### config.mk
export PLATFORM = sky130hd
export DESIGN_NAME = sdf_stage_ctrl
export DESIGN_NICKNAME = d
export VERILOG_FILES = /design/src/rtl/fft_pkg.sv /design/src/rtl/twiddle_rom.sv /design/src/rtl/sdf_stage_ctrl.sv
export SDC_FILE = /design/constraint.sdc
export NUM_CORES = 1
export LEC_CHECK = 0
export ABC_AREA = 1
export CORE_ASPECT_RATIO = 0.6
export CORE_MARGIN = 3
export CORE_UTILIZATION = 25
export DETAILED_ROUTE_END_ITERATION = 16
export PLACE_DENSITY = 0.67
export SETUP_SLACK_MARGIN = 0.1
export SLEW_MARGIN = 30
export SYNTH_ARGS = -nofsm -noshare
export SYNTH_HDL_FRONTEND = slang
export SYNTH_SLANG_ARGS = --single-unit
### constraint.sdc
create_clock -name clk -period 1.55 [get_ports clk]
set_input_delay 0.31 -clock clk [delete_from_list [all_inputs] [get_ports clk]]
set_output_delay 0.31 -clock clk [all_outputs]
set_load 0.02 [all_outputs]
### src/rtl/fft_pkg.sv
// Shared FFT definitions: stage phase encoding, twiddle Q-format and the
// elaboration-time twiddle generator (floor rule, Q1.(TW_W-2)).
package fft_pkg;

  typedef enum logic [1:0] {
    ST_IDLE    = 2'd0,
    ST_FIRST   = 2'd1,
    ST_SECOND  = 2'd2,
    ST_WAITING = 2'd3
  } state_t;

  localparam int     Q_FRAC = 28;
  localparam longint PI_Q   = 64'sd843314857;  // pi in Q28

  function automatic int tw_one(input int tw_w);
    return 1 << (tw_w - 2);
  endfunction

  // sin or cos of 2*pi*m/n for 0 <= m < n/4, Taylor series in Q28
  function automatic longint sincos_q(input int m, input int n, input bit want_sin);
    longint x, x2, term, sum;
    x  = (64'sd2 * PI_Q * longint'(m)) / longint'(n);
    x2 = (x * x) >>> Q_FRAC;
    term = want_sin ? x : (64'sd1 <<< Q_FRAC);
    sum  = term;
    for (int i = 1; i < 10; i++) begin
      if (want_sin)
        term = -(((term * x2) >>> Q_FRAC) / longint'((2 * i) * (2 * i + 1)));
      else
        term = -(((term * x2) >>> Q_FRAC) / longint'((2 * i - 1) * (2 * i)));
      sum = sum + term;
    end
    return sum;
  endfunction

  // W_n^k component for k in 0..n/2-1; exact quadrant points avoid rounding
  // noise pushing floor() across an integer.
  function automatic int tw_val(input int k, input int n, input int tw_w, input bit imag);
    longint c, s, one;
    if (4 * k == n) begin
      c = 64'sd0;
      s = 64'sd1 <<< Q_FRAC;
    end else if (4 * k < n) begin
      c = sincos_q(k, n, 1'b0);
      s = sincos_q(k, n, 1'b1);
    end else begin
      c = -sincos_q(n / 2 - k, n, 1'b0);
      s = sincos_q(n / 2 - k, n, 1'b1);
    end
    one = longint'(tw_one(tw_w));
    return imag ? int'((-(one * s)) >>> Q_FRAC) : int'((one * c) >>> Q_FRAC);
  endfunction

endpackage

### src/rtl/twiddle_rom.sv
// Constant twiddle table W_N^k, k = 0..N/2-1; purely combinational lookup.
// conj negates the imaginary part for inverse transforms.
module twiddle_rom
  import fft_pkg::*;
#(
  parameter int N_POINT = 32,
  parameter int TW_W    = 8,
  localparam int KW     = $clog2(N_POINT / 2)
) (
  input  logic [KW-1:0]          k,
  input  logic                   conj,
  output logic signed [TW_W-1:0] wn_r,
  output logic signed [TW_W-1:0] wn_i
);

  logic signed [TW_W-1:0] tab_r [N_POINT/2];
  logic signed [TW_W-1:0] tab_i [N_POINT/2];

  for (genvar g = 0; g < N_POINT / 2; g++) begin : g_tab
    localparam int WR = tw_val(g, N_POINT, TW_W, 1'b0);
    localparam int WI = tw_val(g, N_POINT, TW_W, 1'b1);
    assign tab_r[g] = TW_W'(WR);
    assign tab_i[g] = TW_W'(WI);
  end

  always_comb begin
    wn_r = tab_r[k];
    wn_i = conj ? -tab_i[k] : tab_i[k];
  end

endmodule

### src/rtl/sdf_stage_ctrl.sv
// Radix-2 SDF stage sequencer: IDLE/WAITING/FIRST/SECOND phases, twiddle per
// SECOND cycle, data_out one cycle behind data_in. Optional CTRL_INVERSE_EN.
module sdf_stage_ctrl
  import fft_pkg::*;
#(
  parameter int N_POINT    = 32,
  parameter int STAGE_SPAN = 4,
  parameter int DATA_W     = 15,
  parameter int TW_W       = 8
) (
  input  logic                     clk,
  input  logic                     rst_n,
  input  logic                     valid_i,
  input  logic signed [DATA_W-1:0] data_in_r,
  input  logic signed [DATA_W-1:0] data_in_i,
`ifdef CTRL_INVERSE_EN
  input  logic                     inverse_i,
`endif
  output logic                     valid_o,
  output logic [1:0]               state,
  output logic signed [DATA_W-1:0] data_out_r,
  output logic signed [DATA_W-1:0] data_out_i,
  output logic signed [TW_W-1:0]   WN_r,
  output logic signed [TW_W-1:0]   WN_i,
  output logic                     err_o
);

  localparam int D   = STAGE_SPAN;
  localparam int CW  = $clog2(3 * D + 1);
  localparam int KW  = $clog2(N_POINT / 2);
  localparam int KSH = $clog2(N_POINT / (2 * D));
  localparam logic [CW-1:0] CNT_D  = CW'(D);
  localparam logic [CW-1:0] CNT_2D = CW'(2 * D);
  localparam logic [CW-1:0] CNT_3D = CW'(3 * D);

  state_t          state_q, state_d;
  logic [CW-1:0]   cnt_q, cnt_d;
  logic            err_d;
  logic            inv_q, inv_d, inv_in;
  logic [CW-1:0]   tw_n;
  logic [KW-1:0]   tw_k;
  logic signed [TW_W-1:0] rom_r, rom_i;

`ifdef CTRL_INVERSE_EN
  assign inv_in = inverse_i;
`else
  assign inv_in = 1'b0;
`endif

  always_ff @(posedge clk or negedge rst_n) begin
    if (!rst_n) begin
      state_q    <= ST_IDLE;
      cnt_q      <= '0;
      err_o      <= 1'b0;
      inv_q      <= 1'b0;
      data_out_r <= '0;
      data_out_i <= '0;
    end else begin
      state_q    <= state_d;
      cnt_q      <= cnt_d;
      err_o      <= err_d;
      inv_q      <= inv_d;
      data_out_r <= data_in_r;
      data_out_i <= data_in_i;
    end
  end

  // valid_i in the last FIRST cycle already belongs to the next group
  always_comb begin
    state_d = state_q;
    cnt_d   = cnt_q;
    err_d   = 1'b0;
    inv_d   = inv_q;
    case (state_q)
      ST_IDLE: begin
        cnt_d = '0;
        if (valid_i) begin
          state_d = ST_WAITING;
          cnt_d   = CW'(1);
          inv_d   = inv_in;
        end
      end
      ST_WAITING: begin
        if (!valid_i) begin
          state_d = ST_IDLE;
          cnt_d   = '0;
          err_d   = 1'b1;
        end else begin
          cnt_d = cnt_q + 1'b1;
          if (cnt_q == CNT_D) state_d = ST_FIRST;
        end
      end
      ST_FIRST: begin
        if (!valid_i && cnt_q != CNT_2D) begin
          state_d = ST_IDLE;
          cnt_d   = '0;
          err_d   = 1'b1;
        end else begin
          cnt_d = cnt_q + 1'b1;
          if (cnt_q == CNT_2D) state_d = ST_SECOND;
        end
      end
      ST_SECOND: begin
        cnt_d = cnt_q + 1'b1;
        if (cnt_q == CNT_3D) begin
          if (valid_i) begin
            state_d = ST_FIRST;
            cnt_d   = CNT_D + 1'b1;
          end else begin
            state_d = ST_IDLE;
            cnt_d   = '0;
          end
        end
      end
      default: begin
        state_d = ST_IDLE;
        cnt_d   = '0;
      end
    endcase
  end

  assign tw_n = cnt_q - (CNT_2D + 1'b1);
  assign tw_k = KW'(tw_n) << KSH;

  twiddle_rom #(
    .N_POINT(N_POINT),
    .TW_W   (TW_W)
  ) u_rom (
    .k   (tw_k),
    .conj(inv_q),
    .wn_r(rom_r),
    .wn_i(rom_i)
  );

  assign state   = state_q;
  assign valid_o = (state_q == ST_FIRST) || (state_q == ST_SECOND);
  assign WN_r    = (state_q == ST_SECOND) ? rom_r : '0;
  assign WN_i    = (state_q == ST_SECOND) ? rom_i : '0;

endmodule
==> key figures <==
Placed design
  • Global placer's final weighted congestion: 0.868
  • HPWL after detailed placement: 2.69 mm
  • Setup WS pre-CTS: -0.182 ns
  • I/O Buffers: 78

STA
  • RSZ-0062 raised after global routing: yes
  • Worst setup margin: -0.0266 ns
  • Hold violation count in the final report: 0
  • Crit share post-route: 102%
  • Final min period: 1.58 ns
  • Max Freq: 634 MHz
  • # setup viols final: 9
  • Clock Skew: 0.00690 ns
  • Final Max Slew Viols: 0

Global route
  • Vias in the first global route: 1246
  • Largest net degree at the start of global routing: 38
  • Global-route wire length before repair: 5.76 mm
  • Initial antenna violation count: 0
  • GRT Total Usage: 10.7%
  • GRT Residual Overflow: 0

Drt
  • Drt first pass iters: 4
  • Drt total wl: 3.73 mm
  • Post-route ant nets: 0
  • Vias per cell: 3.97
  • Vias post-DR: 1198
  • Routed length per instance: 12.3 um
  • # DRC: 0
  • Drt initial violations: 20

Power and ir drop
  • IR drop worst, VDD: 0.000442 V
  • Pwr dens: 1570 nW/um2
  • Power Total: 4.13 mW
  • P_leak: 1.26 nW

CTS
  • CTS tree: built
  • Bufs on Longest Clock Path: 2
  • CTS clock-pin slew for the worst setup and hold paths: 0.08 ns
  • CTS buffer count: 5
  • H-tree levels: 2
  • Clock latency on the worst-skew pair: 0.28 ns
  • Clock root buffer: clkbuf_8
  • Clock sinks: 37

Yosys
  • Sequential area share after synthesis: 62.7%
  • Post-Synthesis Cells: 130
  • Yosys cell types: 17
  • Synthesized flop and latch total: 37
  • Mean Syn Cell Area: 11.4 um2
  • Synth warn: 0
  • Mapped Area: 1480 um2

Setup path
  • Critical Path Stages: 4
  • Reg2reg end: state[1]$_DFFE_PN0P_
  • Crit path max-delay family: flip-flops
  • Slowest cell on crit path: dfrtp_2
  • Worst-path maximum fanout: 4
  • Worst Setup EP: WN_i[1]
  • Most used cell, CP: buf_4
  • WP data arrival: 1.27 ns
  • WP data required: 1.24 ns
  • Worst r2r src: cnt_q[0]$_DFF_PN0_
  • CP startpoint: cnt_q[0]$_DFF_PN0_
  • Reg2reg path depth: 8
  • CP Launch Type: flip-flop
  • Setup CP Type: reg2out
  • Worst path max stage delay: 0.46 ns
  • Worst path buffer plus inverter count: 3
  • R2R Setup Slk: 0.05 ns
  • Setup crit end kind: output pin
  • Crit-path cells: buf_4 -> buf_4 -> nor2_4 -> buf_4

Run status
  • Status: finished, violations left
  • Failing checks: negative setup slack

Layout
  • Sequential cell area: 930 um2
  • Final Core Density: 49.0%
  • Area Overhead vs Synth: 78.5%
  • Antenna cell count: 0
  • Filler cells: 514
  • Layout Nets: 267
  • Proportion of layout cells with a drive suffix above 1: 32.4%
  • Multi-input logic area: 547 um2

Die
  • Core area: 5380 um2
  • I/O pin count: 83
  • Initial core utilization: 27.5%
  • Std cell rows: 20
  • Die Height: 65.6 um
  • Die area: 6900 um2
  • Die W: 105 um

Job
  • Max cap viols: 0

Hold path
  • Worst hold path class: in2reg
  • Worst hold start: data_in_i[14]
[stage by stage]
stage	setup TNS (ns)	hold WS [ns]	cell area [um2]	instances
2_1_floorplan	0	0.0144	1530	133
3_3_place_gp	-1.80	0.291	2400	288
3_5_place_dp	-2.10	0.301	2400	288
4_1_cts	-0.259	0.443	2520	297
5_1_grt	-0.940	0.434	2640	302
6_report	-0.108	0.453	2640	302
[power breakdown]
| group | leakage (nW) | switching [mW] | total (mW) | internal (mW) |
|---|---|---|---|---|
| combinational | 0.782 | 1.17 | 2.28 | 1.11 |
| sequential | 0.437 | 0.0828 | 1.16 | 1.08 |
| clock | 0.0445 | 0.366 | 0.685 | 0.319 |
[cell families (layout without fill, tap and decap cells)]
logic type / Yosys count / in the layout / share of synthesized area [%]
AOI/OAI and AO/OA: 7 / 7 / 3.30
xor gates and xnor gates: 1 / 1 / 0.593
adders and majority gates: 10 / 10 / 8.47
buffers and inverters: 28 / 120 / 10.7
DFF: 37 / 37 / 62.7
other: 1 / 4 / 0.254
and+or+nand+nor: 46 / 46 / 14.1
[state kept, by name (all words and copies together), names as in the netlist]
register,flops
state,2
data_out_r,15
data_out_i,15
cnt_q,4
err_o,1
[cell type report]
type / count / share of cell area (%)
Clock buffer: 5 / 2.61
Clock inverter: 3 / 0.806
Inverter: 15 / 2.51
Multi-Input combinational cell: 68 / 20.7
Sequential cell: 37 / 35.2
Tap cell: 77 / 3.65
Timing Repair Buffer: 97 / 34.4
[per-layer routing]
metal  routed length [um]  share of wire (%)  up-vias  track usage, %
met5                    0                  0        -               0
met4                   31               0.83        0            2.45
met3                  518                 14        4            7.16
met2                 1620                 43       60            16.0
met1                 1560                 42      559            12.7
li1                     -                  -      575               -
[synth_stat cells, drive strengths merged]
library cell	count	area, um2
o21ai	4	20.0
nand2	26	100
buf	13	101
nand4	4	25.0
conb	1	3.75
nor2	6	22.5
dfrtp	37	926
a21boi	2	22.5
nand3	10	60.1
a31oi	1	6.26
ha	10	125
inv	15	56.3
xor2	1	8.76
[cells in the final DEF, fill, tap and decap left out, drive strengths merged]
master          n
dlygate4sd2    31
clkdlybuf4s50  31
o21ai           4
buf            34
nand2          26
a31oi           1
a21boi          2
clkinvlp        1
dlygate4sd3     1
xor2            1
clkinv          1
inv            16
nand4           4
conb            4
clkbuf          5
ha             10
dfrtp          37
nor2            6
nand3          10
[how the worst min path moves through the flow]
| stage | depth (start not counted) | slack, ns | endpoint |
|---|---|---|---|
| floorplan | 0 | 0.01 | cnt_q[0]$_DFF_PN0_ |
| global placement | 2 | 0.29 | err_o$_DFF_PN0_ |
| detailed placement | 2 | 0.30 | data_out_r[12]$_DFF_PN0_ |
| CTS | 1 | 0.44 | data_out_i[0]$_DFF_PN0_ |
| global route | 1 | 0.43 | data_out_r[2]$_DFF_PN0_ |
| finish | 1 | 0.45 | data_out_i[14]$_DFF_PN0_ |
[repair_timing]
action	4_1_cts	5_1_grt
hold buffers	1	0
resized for setup	123	26
pin swaps	5	12
setup buffers	0	5
endpoints found under the setup margin	52	21
hold endpoints to repair	37	0
Power figures use the tool's default switching activity.
